File: src/rtl/fma16_norm_round.sv
// Two-stage elastic normalize/round/pack back end for the binary16 FMA.
// Define FMA16_SUBNORM_EN to build gradual underflow; otherwise tiny results flush to zero.
module fma16_norm_round #(
  parameter int VEC_SIZE = 34
) (
  input  logic                clk,
  input  logic                reset_n,
  input  logic                in_valid,
  output logic                in_ready,
  input  logic                ss,
  input  logic [6:0]          se,
  input  logic [VEC_SIZE-1:0] sm,
  input  logic [7:0]          m_shift,
  input  logic [1:0]          roundmode,
  input  logic                special_valid,
  input  logic [15:0]         special_res,
  input  logic [3:0]          special_flags,
  output logic                out_valid,
  input  logic                out_ready,
  output logic [15:0]         result,
  output logic [3:0]          flags
);

  typedef enum logic [1:0] {
    RM_RZ  = 2'b00,
    RM_RNE = 2'b01,
    RM_RM  = 2'b10,
    RM_RP  = 2'b11
  } round_mode_e;

  logic                s1_valid;
  logic                s2_valid;
  logic                s2_free;
  logic                accept;
  logic                s2_load;
  logic [VEC_SIZE-1:0] nm_in;

  logic [VEC_SIZE-1:0] s1_nm;
  logic signed [8:0]   s1_re;
  round_mode_e         s1_rm;
  logic                s1_ss;
  logic                s1_special;
  logic [15:0]         s1_special_res;
  logic [3:0]          s1_special_flags;

  assign s2_free   = ~s2_valid | out_ready;
  assign in_ready  = ~s1_valid | s2_free;
  assign accept    = in_valid & in_ready;
  assign s2_load   = s1_valid & s2_free;
  assign out_valid = s2_valid;
  assign nm_in     = sm << m_shift;

  always_ff @(posedge clk or negedge reset_n) begin
    if (!reset_n) begin
      s1_valid <= 1'b0;
      s2_valid <= 1'b0;
    end else begin
      if (accept)
        s1_valid <= 1'b1;
      else if (s2_load)
        s1_valid <= 1'b0;
      if (s2_free)
        s2_valid <= s1_valid;
    end
  end

  always_ff @(posedge clk) begin
    if (accept) begin
      s1_nm            <= nm_in;
      s1_re            <= $signed({{2{se[6]}}, se}) - $signed({1'b0, m_shift});
      s1_rm            <= round_mode_e'(roundmode);
      s1_ss            <= ss;
      s1_special       <= special_valid;
      s1_special_res   <= special_res;
      s1_special_flags <= special_flags;
    end
  end

  // m_shift is the leading-zero count, so the hidden bit is set exactly when sm was nonzero.
  logic                s1_zero;
  logic                tiny;
  logic [VEC_SIZE-2:0] rnd_nm;
  logic                lost;

  assign s1_zero = ~s1_nm[VEC_SIZE-1];
  assign tiny    = (s1_re <= 9'sd0);

`ifdef FMA16_SUBNORM_EN
  logic signed [9:0] dn_amt10;
  logic [3:0]        dn_amt;

  assign dn_amt10 = 10'sd1 - $signed({s1_re[8], s1_re});

  always_comb begin
    dn_amt = 4'd0;
    if (tiny)
      dn_amt = (dn_amt10 > 10'sd12) ? 4'd12 : dn_amt10[3:0];
  end

  // The hidden bit drops into the fraction field; bits shifted past bit 0 feed sticky.
  assign rnd_nm = tiny ? (s1_nm[VEC_SIZE-1:1] >> (dn_amt - 4'd1)) : s1_nm[VEC_SIZE-2:0];
  assign lost   = |(s1_nm & ~({VEC_SIZE{1'b1}} << dn_amt));
`else
  assign rnd_nm = s1_nm[VEC_SIZE-2:0];
  assign lost   = 1'b0;
`endif

  logic [9:0]        frac;
  logic              guard;
  logic              sticky;
  logic              inexact;
  logic              inc;
  logic [10:0]       frac_sum;
  logic signed [9:0] re_post;
  logic              ovf;

  assign frac     = rnd_nm[VEC_SIZE-2 -: 10];
  assign guard    = rnd_nm[VEC_SIZE-12];
  assign sticky   = (|rnd_nm[VEC_SIZE-13:0]) | lost;
  assign inexact  = guard | sticky;
  assign frac_sum = {1'b0, frac} + {10'd0, inc};
  assign re_post  = $signed({s1_re[8], s1_re}) + $signed({9'd0, frac_sum[10]});
  assign ovf      = ~tiny & (re_post >= 10'sd31);

  always_comb begin
    inc = 1'b0;
    case (s1_rm)
      RM_RNE:  inc = guard & (sticky | frac[0]);
      RM_RP:   inc = ~s1_ss & inexact;
      RM_RM:   inc = s1_ss & inexact;
      default: inc = 1'b0;
    endcase
  end

  logic [15:0] nxt_result;
  logic [3:0]  nxt_flags;

  always_comb begin
    nxt_result = {s1_ss, re_post[4:0], frac_sum[9:0]};
    nxt_flags  = {3'b000, inexact};
    if (s1_special) begin
      nxt_result = s1_special_res;
      nxt_flags  = s1_special_flags;
    end else if (s1_zero) begin
      nxt_result = {s1_ss, 15'h0000};
      nxt_flags  = 4'b0000;
    end else if (tiny) begin
`ifdef FMA16_SUBNORM_EN
      // A carry out of the fraction lands in the exponent LSB, giving the minimum normal.
      nxt_result = {s1_ss, 4'b0000, frac_sum};
      nxt_flags  = {2'b00, inexact, inexact};
`else
      nxt_result = {s1_ss, 15'h0000};
      nxt_flags  = 4'b0011;
`endif
    end else if (ovf) begin
      nxt_flags = 4'b0101;
      case (s1_rm)
        RM_RNE:  nxt_result = {s1_ss, 15'h7C00};
        RM_RP:   nxt_result = s1_ss ? 16'hFBFF : 16'h7C00;
        RM_RM:   nxt_result = s1_ss ? 16'hFC00 : 16'h7BFF;
        default: nxt_result = {s1_ss, 15'h7BFF};
      endcase
    end
  end

  always_ff @(posedge clk or negedge reset_n) begin
    if (!reset_n) begin
      result <= 16'h0000;
      flags  <= 4'b0000;
    end else if (s2_load) begin
      result <= nxt_result;
      flags  <= nxt_flags;
    end
  end

endmodule

File: config.mk
export PLATFORM = sky130hd
export DESIGN_NAME = fma16_norm_round
export DESIGN_NICKNAME = d
export VERILOG_FILES = /design/src/rtl/fma16_norm_round.sv
export SDC_FILE = /design/constraint.sdc
export NUM_CORES = 1
export LEC_CHECK = 0
export CAP_MARGIN = 20
export CELL_PAD_IN_SITES_DETAIL_PLACEMENT = 1
export CELL_PAD_IN_SITES_GLOBAL_PLACEMENT = 2
export CORE_ASPECT_RATIO = 1.1
export CORE_UTILIZATION = 36
export CTS_CLUSTER_DIAMETER = 80
export DETAILED_ROUTE_END_ITERATION = 8
export GPL_TIMING_DRIVEN = 0
export PLACE_DENSITY_LB_ADDON = 0.1
export SYNTH_ARGS = -nofsm -noshare
export SYNTH_HDL_FRONTEND = slang
export SYNTH_SLANG_ARGS = --single-unit
File: constraint.sdc
create_clock -name clk -period 7.5 [get_ports clk]
set_clock_uncertainty 0.15 [all_clocks]
set_input_delay 1.875 -clock clk [delete_from_list [all_inputs] [get_ports clk]]
set_output_delay 1.875 -clock clk [all_outputs]
set_load 0.03 [all_outputs]
==> impl_results.md <==
- Status: completed
- Root Driver: clkbuf_16
- Crit path top cell by count: clkdlybuf4s50_1
- CTS Sinks: 89
- Final nets: 745
- Top post-synthesis cells by area: edfxtp_1, dfrtp_1, mux2i_1, mux4_2, nand2_1
- Crit path arrival time: 3.17 ns
- Syn Nets: 637
- DR iter-0 viols: ~180
- Worst-Skew Late Latency: between 0.3 and 0.4 ns
- Post-synthesis cell type count: 55
- Site row count: 47
- Number of synthesized flops with an enable pin: 67
- Final period util: 69.3%
- Maximum VDD drop: around 0.095 mV
- R2R setup slack: 2.70 ns
- CP Cell Sequence: clkdlybuf4s50_1, nand3b_1, clkdlybuf4s50_1
- Die area: 16000 µm²
- Pin count of the biggest net entering global routing: 68
- Total gr overflow: 0
- Hold Fails Final Rpt: 0
- CTS tree: yes
- Hold Crit Start: flags[3]
- Clock slew at reported path FFs: 0.06 ns
- Slowest cell delay on critical path: ~0.68 ns
- Hold Path Class: register to register
- I/O pins: 99
- Routed vias: 4626
- Mapped Cells: 545
- Share of cells above drive strength 1: 8.36%
- Pwr/cell area: 209 nW/µm²
- Ys async rst share: 24.7%
- DRT Pass-1 Iters: 4
- Vias in the first global route: 5012
- Max cap viols: 0
- Area grow syn2layout: 28.5%
- Die width: about 120 µm
- Setup TNS: 0 ns
- DR vias/cell: 5.42
- Cell area after synthesis: 5570 µm²
- Fin crit period: 5.20 ns
- Max clock buf depth: 2
- Initial core utilization: a little under two fifths
- Reg2Reg Capture Point: result[10]
- Required time worst endpoint: between 5 and 6 ns
- Setup bufs post-CTS: 0
- Dpl cells: 837
- Min-Delay Endpoint: flags[3]
- PostCTS Resize Cnt: 0
- Slew @ Worst Pin: 0.904 ns
- Yosys reg bits: 89
- CTS Buf Count: 9
- Yosys top cell by area: edfxtp_1
- RSZ-0062 raised after global routing: no
- Top cell type's share of synthesized area: 36.1%
- First-pass GRT wire length: 26.9 mm
- Main synth FF type: edfxtp_1
- Setup crit end kind: output port
- DRC: 0
- Hold depth: 2
- Setup crit start kind: input pin
- Routability cong.: between 0.9 and 1
- Hpwl dp: 13.4 mm
- Avg Inst Size Synth: 10.2 µm²
- Initial antenna violation count: 0
- Syn. warnings: 0
- DRT Wirelength: 16.6 mm
- Max_slew headroom: 39.3%
- Post-route ant nets: 0
- Die Ht: 132 µm
- Antenna Cells: 0
- Worst-path maximum fanout: 3
- Setup CP Type: input pin to output port
- Reg2Reg Depth: 16
- Final setup fails: 0
- Sequential area share after synthesis: 46.0%
- RR Startpoint: s1_nm[12]
- WL per Instance: just under 20 µm
- FMAX: 192 MHz
- Gr usage total: 21.9%
- # H-tree levels: 3
- Max-slew violations: 0
- Core footprint: between 15000 and 20000 µm²
- # hold bufs at CTS: 0
- Buffers added on ports: 96
- Leak Pwr: 0.00267 µW
- Crit path max-delay cell type: clkdlybuf4s50_1
- Fin cells: 854
cell usage after synthesis (all sizes together), types with 10 or more instances:
| library cell | count |
|---|---|
| inv | 15 |
| mux2i | 38 |
| a21oi | 30 |
| dfrtp | 22 |
| mux4 | 16 |
| a31oi | 20 |
| buf | 11 |
| clkbuf | 21 |
| nor3 | 10 |
| nand3 | 11 |
| o21ai | 26 |
| o22ai | 15 |
| ha | 14 |
| nor2 | 67 |
| nand2 | 68 |
| xnor2 | 12 |
| edfxtp | 67 |
logic make-up after synthesis:
group / share of synthesized area, %
AND/OR/NAND/NOR: 16.6
AO/OA/AOI/OAI: 14.3
flip-flops: 46.0
multiplexers: 13.6
buffers and inverters: 3.66
XOR/XNOR: 2.36
adder cells (fa/ha/maj): 3.50
per-layer routing:
| layer | share of wire (%) | GRT usage, % | up-vias |
|---|---|---|---|
| li1 | - | - | 2246 |
| met1 | 41 | 25.0 | 2234 |
| met2 | 53 | 40.9 | 124 |
| met3 | 3.4 | 3.58 | 22 |
| met4 | 2.5 | 7.34 | 0 |
| met5 | 0 | 0 | - |
per-stage QoR:
step	utilization, %	worst slack [ns]	hold slack, ns	total power, µW	area, µm²
floorplan	-	3.09	0.303	826	5570
global placement	44.8	2.21	0.300	974	6780
detailed placement	44.9	2.30	0.322	981	6780
CTS	47.2	2.30	0.337	1510	7130
global route	47.4	2.25	0.377	1560	7160
finish	47.4	2.30	0.324	1490	7160
area by class of cell:
cell class / instances / area, µm²
Timing Repair Buffer: 97 / 988
Buffer: 32 / 148
Fill cell: 1695 / 7960
Multi-Input combinational cell: 409 / 2810
Clock buffer: 9 / 225
Sequential cell: 89 / 2560
Clock inverter: 7 / 125
Tap cell: 196 / 245
Inverter: 15 / 56.3
sequential cells by signal, indices dropped and copies added, names as in the netlist:
signal / flops
flags: 4
out_valid: 1
s1_re: 9
s1_nm: 34
s1_valid: 1
s1_special_res: 16
s1_rm: 2
result: 16
s1_ss: 1
s1_special_flags: 4
s1_special: 1
worst max-delay path by stage:
stage                     startpoint       end  slack, ns  cells after the start
after floorplan            out_ready  s1_nm[0]       3.09                      2
after detailed placement   out_ready  in_ready       2.30                      3
after CTS                  out_ready  in_ready       2.30                      3
after global placement     out_ready  s1_nm[5]       2.21                      3
after global routing       out_ready  in_ready       2.25                      3
final                      out_ready  in_ready       2.30                      3
placed cells by master (no fill, tap or decap), types with 3 or more instances in the layout:
cell	count
clkdlybuf4s50_1	96
nand2_1	68
edfxtp_1	67
nor2_1	66
mux2i_1	38
a21oi_1	30
dfrtp_1	22
clkbuf_1	21
a31oi_1	20
o21ai_0	18
mux4_2	16
o22ai_1	15
inv_1	14
ha_1	14
xnor2_1	12
nand3_1	11
nor3_1	10
clkbuf_16	9
nand2b_1	8
o21ai_1	8
nor2b_1	7
nor4_1	6
nand4_1	5
buf_2	4
and3_1	4
buf_4	4
a22oi_1	4
a211oi_1	4
a21boi_0	3
or2_2	3
xor2_1	3
and4_1	3
and2_1	3
a221oi_1	3
bufinv_16	3
power by group:
part	leakage (µW)	total, µW	internal [µW]	switching (µW)
clock	0.000164	524	329	195
combinational	0.00159	360	156	204
sequential	0.000913	610	584	26.4
total	0.00267	1490	1070	426
worst max-delay path, delay by kind of cell:
family                 cells  cell delay (ns)
buffers and inverters      2             1.15
AND/OR/NAND/NOR            1             0.15
Power figures use the tool's default switching activity.
